### src/rtl/stream_argmin.sv
`default_nettype none
// ============================================================================
// Module   : stream_argmin
// Purpose  : Streaming argmin over framed groups of up to N values.
// Revision : 1.0  initial release
// ============================================================================
module stream_argmin #(
    parameter int W      = 64,
    parameter int N      = 10,
    parameter int IDX_W  = 32,
    parameter int SIGNED = 0
) (
    input  logic             clk,
    input  logic             reset_n,
    input  logic             in_valid,
    output logic             in_ready,
    input  logic [W-1:0]     in_value,
    input  logic             in_last,
    output logic             out_valid,
    input  logic             out_ready,
    output logic [IDX_W-1:0] out_index,
    output logic [W-1:0]     out_value,
    output logic [IDX_W-1:0] out_count,
    output logic             out_trunc
);
    localparam logic [IDX_W-1:0] c_max_beats = IDX_W'(N);
    localparam logic [IDX_W-1:0] c_one       = IDX_W'(1);

    typedef enum logic [1:0] {
        ST_IDLE  = 2'd0,
        ST_ACCUM = 2'd1,
        ST_DONE  = 2'd2
    } state_t;

    state_t           r_state, w_state_nxt;
    logic             r_run;
    logic [W-1:0]     r_min, w_min_nxt;
    logic [IDX_W-1:0] r_min_idx, w_min_idx_nxt;
    logic [IDX_W-1:0] r_count, w_count_nxt;
    logic             r_out_valid, w_out_valid_nxt;
    logic [IDX_W-1:0] r_out_index, w_out_index_nxt;
    logic [W-1:0]     r_out_value, w_out_value_nxt;
    logic [IDX_W-1:0] r_out_count, w_out_count_nxt;
    logic             r_out_trunc, w_out_trunc_nxt;

    logic             w_accept;
    logic             w_start;
    logic             w_less;
    logic [IDX_W-1:0] w_count_inc;
    logic [W-1:0]     w_cand_value;
    logic [IDX_W-1:0] w_cand_idx;

    // r_run holds in_ready low until the first edge after reset release.
    assign in_ready     = r_run && ((r_state != ST_DONE) || out_ready);
    assign w_accept     = in_valid && in_ready;
    assign w_start      = w_accept && ((r_state == ST_IDLE) || (r_state == ST_DONE));
    assign w_count_inc  = r_count + c_one;
    assign w_cand_value = w_less ? in_value : r_min;
    assign w_cand_idx   = w_less ? r_count : r_min_idx;

    generate
        if (SIGNED != 0) begin : g_signed_cmp
            assign w_less = $signed(in_value) < $signed(r_min);
        end else begin : g_unsigned_cmp
            assign w_less = in_value < r_min;
        end
    endgenerate

    always_comb begin
        w_state_nxt     = r_state;
        w_min_nxt       = r_min;
        w_min_idx_nxt   = r_min_idx;
        w_count_nxt     = r_count;
        w_out_index_nxt = r_out_index;
        w_out_value_nxt = r_out_value;
        w_out_count_nxt = r_out_count;
        w_out_trunc_nxt = r_out_trunc;

        case (r_state)
            ST_IDLE: begin
                w_state_nxt = ST_IDLE;
            end
            ST_ACCUM: begin
                if (w_accept) begin
                    w_min_nxt     = w_cand_value;
                    w_min_idx_nxt = w_cand_idx;
                    w_count_nxt   = w_count_inc;
                    if (in_last || (w_count_inc == c_max_beats)) begin
                        w_state_nxt     = ST_DONE;
                        w_out_index_nxt = w_cand_idx;
                        w_out_value_nxt = w_cand_value;
                        w_out_count_nxt = w_count_inc;
                        w_out_trunc_nxt = !in_last;
                    end
                end
            end
            ST_DONE: begin
                if (out_ready) begin
                    w_state_nxt = ST_IDLE;
                end
            end
            default: begin
                w_state_nxt = ST_IDLE;
            end
        endcase

        // A beat taken in IDLE, or while DONE drains, opens a fresh group.
        if (w_start) begin
            w_min_nxt     = in_value;
            w_min_idx_nxt = '0;
            w_count_nxt   = c_one;
            if (in_last) begin
                w_state_nxt     = ST_DONE;
                w_out_index_nxt = '0;
                w_out_value_nxt = in_value;
                w_out_count_nxt = c_one;
                w_out_trunc_nxt = 1'b0;
            end else begin
                w_state_nxt = ST_ACCUM;
            end
        end

        w_out_valid_nxt = (w_state_nxt == ST_DONE);
    end

    always_ff @(posedge clk or negedge reset_n) begin
        if (!reset_n) begin
            r_state     <= ST_IDLE;
            r_run       <= 1'b0;
            r_min       <= '0;
            r_min_idx   <= '0;
            r_count     <= '0;
            r_out_valid <= 1'b0;
            r_out_index <= '0;
            r_out_value <= '0;
            r_out_count <= '0;
            r_out_trunc <= 1'b0;
        end else begin
            r_state     <= w_state_nxt;
            r_run       <= 1'b1;
            r_min       <= w_min_nxt;
            r_min_idx   <= w_min_idx_nxt;
            r_count     <= w_count_nxt;
            r_out_valid <= w_out_valid_nxt;
            r_out_index <= w_out_index_nxt;
            r_out_value <= w_out_value_nxt;
            r_out_count <= w_out_count_nxt;
            r_out_trunc <= w_out_trunc_nxt;
        end
    end

    assign out_valid = r_out_valid;
    assign out_index = r_out_index;
    assign out_value = r_out_value;
    assign out_count = r_out_count;
    assign out_trunc = r_out_trunc;

endmodule
`default_nettype wire
### config.mk
export PLATFORM = sky130hd
export DESIGN_NAME = stream_argmin
export DESIGN_NICKNAME = d
export VERILOG_FILES = /design/src/rtl/stream_argmin.sv
export SDC_FILE = /design/constraint.sdc
export NUM_CORES = 1
export LEC_CHECK = 0
export BUFFER_PORTS_ARGS = -buffer_cell sky130_fd_sc_hd__buf_4
export CAP_MARGIN = 25
export CELL_PAD_IN_SITES_DETAIL_PLACEMENT = 1
export CELL_PAD_IN_SITES_GLOBAL_PLACEMENT = 1
export CORE_UTILIZATION = 45
export CTS_CLUSTER_DIAMETER = 150
export CTS_CLUSTER_SIZE = 25
export DETAILED_ROUTE_END_ITERATION = 8
export PLACE_DENSITY = 0.92
export RECOVER_POWER = 25
export SYNTH_ARGS = -nofsm -noshare
export SYNTH_HDL_FRONTEND = slang
export SYNTH_SLANG_ARGS = --single-unit
### constraint.sdc
create_clock -name clk -period 5.1 [get_ports clk]
set_input_delay 0 -clock clk [delete_from_list [all_inputs] [get_ports clk]]
set_output_delay 0 -clock clk [all_outputs]
set_load 0.01 [all_outputs]
==> run metrics <==
Finish-stage setup viols=0; post-synth cell types=59; first-pass GRT wire length=73000 µm; Core Footprint=29900 µm²; gr ovfl total=0; # DRC=0; Post-synth EDFFs=0; synth top area cells=dfrtp_1 (48%), ha_1 (6.2%), o21ai_0 (5.6%); # fillers=3400; static leakage=0.00748 µW; count leader, synth=dfrtp_1; Die Area=31300 µm²; worst setup path class=register to register; unrepaired setup endpoints after global routing=no; Mean Syn Cell Area=9.26 µm²; status=finished with violations; CTS H-tree lvls=1; Mapped Area=13700 µm²; setup TNS=0 ns; Critical Path Source Type=register; Initial Util=0.460; drt pass-1 iters=5; CTS tree=done; clock latency at the later pin of the worst-skew pair=0.52 ns; chip width=177 µm; initial DRC count=1111; Yosys reg bits=261; Clock Pin Slew Worst Setup and Hold Paths=0.11 ns; final setup skew=0.0272 ns; Tmin final=4.80 ns; Syn Inst Count=1484; Post-CTS Setup Inserts=0; measured slew at the worst slew-check pin=3.47 ns; gr usage total=0.295; design area=16300 µm²; signal arrival time at the worst endpoint=5.21 ns; gpl congestion=0.866; maximum clock rate=0.208 GHz; Multi-input gate area=6200 µm²; Yosys top cell area share=0.475; vias=12478; register area share after synthesis=0.475; Hold Path Class=primary input to register; largest fanout on the critical path=71; Clock Sinks=261; Pins Over Slew Limit=127; vias in the first global route=13275; Pwr Density=318 nW/µm²; share of cells above drive strength 1=0.131; nets=1805; die height=177 µm; antenna violations before repair=2; total CTS buffers=14; Tcrit/Tclk final=0.940; CP Capture Type=register; CP required=5.51 ns; Clock Path Buffers=3; Synth area leader=dfrtp_1; Placed Area=15400 µm²; Worst VDD drop=0.209 mV; Final Hold Vio Count=0; synth cell count leaders=dfrtp_1 (261), nand2_1 (178), o21ai_0 (154); std cell rows=63; I/O pin count=200; asr flop ratio synth=1.00; relative slew slack=-1.31; largest net degree at the start of global routing=136; Buffers on Ports=199; detailed placement HPWL=28800 µm; synth warn=0; failing checks=max-capacitance violations, max-slew violations; Root Buffer=clkbuf_16; drt total wl=46100 µm; ANT nets after route=0; P&R area growth vs syn=18.6%; Max-Cap Viols=1; register area=6530 µm²; Primary FF master, synth=dfrtp_1; Avg WL per Cell=22.4 µm; Vias/cell=6.06; Syn Nets=1621
## cell usage in the layout, fill, tap and decap left out, drive strengths merged, types with 6 or more instances in the layout
| master | instances |
|---|---|
| ha | 68 |
| or4 | 6 |
| a211oi | 36 |
| xnor2 | 18 |
| dlygate4sd3 | 66 |
| a221o | 9 |
| nor4 | 11 |
| o31ai | 12 |
| and4 | 6 |
| o221ai | 56 |
| nor3 | 15 |
| nand2 | 179 |
| mux2i | 34 |
| a22o | 32 |
| and2 | 8 |
| xor2 | 11 |
| a21oi | 67 |
| nor2 | 79 |
| inv | 132 |
| clkbuf | 55 |
| nand2b | 6 |
| and3 | 6 |
| nand3 | 89 |
| dfrtp | 261 |
| nand4 | 22 |
| o21ai | 154 |
| buf | 178 |
## power breakdown
| group | switching [µW] | total [µW] | internal (µW) |
|---|---|---|---|
| registers | 195 | 2520 | 2330 |
| logic | 828 | 1400 | 568 |
| clock network | 722 | 1260 | 539 |
## through the flow
step,setup WS (ns),util,std cells,total power [µW],hold slack (ns)
2_1_floorplan,1.73,-,1484,3220,-0.296
3_3_place_gp,0.592,0.515,1975,3780,0.197
3_5_place_dp,0.481,0.515,1975,3870,0.187
4_1_cts,0.439,0.550,2057,5150,0.103
5_1_grt,0.0706,0.546,2060,5390,0.141
6_report,0.303,0.546,2060,5180,0.0952
## timing repair
action	4_1_cts	5_1_grt
hold buffers	66	0
gates resized for setup	0	0
endpoints found under the hold margin	257	0
## worst max-delay path, stage by stage, from the launching register on
cell	delay, ns
dfrtp_1	0.54
ha_1	0.49
inv_2	0.16
or4_1	0.73
xnor2_1	0.23
nor4b_1	0.51
nand4_1	0.15
or4_4	0.70
nand2_8	0.38
buf_4	0.45
nand3_1	0.19
o221ai_1	0.15
## logic make-up (layout without fill, tap and decap cells)
logic type,after synthesis,in the layout,share of synthesized area
xor+xnor,29,29,0.0185
buf+inv,247,431,0.0780
mux,34,34,0.0248
other cells,1,3,0.000273
simple gates,442,442,0.151
fa+ha+maj,68,68,0.0619
compound gates,402,402,0.190
flops,261,261,0.475
## sequential cells by signal, summed over array words and instances (netlist names)
signal / flops
out_value: 64
r_min: 64
out_count: 32
out_index: 32
r_count: 32
r_min_idx: 32
r_state: 2
out_trunc: 1
out_valid: 1
r_run: 1
## path summary, 6_finish.rpt
kind,end,cells after the start,start,slack (ns)
setup / recovery,out_value[2],11,r_count[0],0.30
hold / removal,r_state[0],5,out_ready,0.1
max in group asynchronous,r_min[61],2,reset_n,1.91
setup reg to reg,out_value[2],11,r_count[0],0.30
hold reg to reg,out_value[11],2,r_min[11],0.50
min in group asynchronous,out_value[15],2,reset_n,1.13
## area by class of cell
type	count	area share
antenna	2	0.000307
clock buffer	15	0.0230
clock inverter	1	0.000998
inverter	131	0.0302
multi-input combinational	976	0.380
sequential	261	0.401
tap	390	0.0299
timing repair buffer	284	0.135
## routing by layer
metal / part of all wire / vias to the layer above / track usage
met2: 0.50 / 441 / 0.507
met5: 0 / - / 0
li1: - / 5592 / -
met1: 0.41 / 6329 / 0.370
met3: 0.047 / 116 / 0.0374
met4: 0.041 / 0 / 0.130
Note: power is estimated with default switching activity, not from simulation.
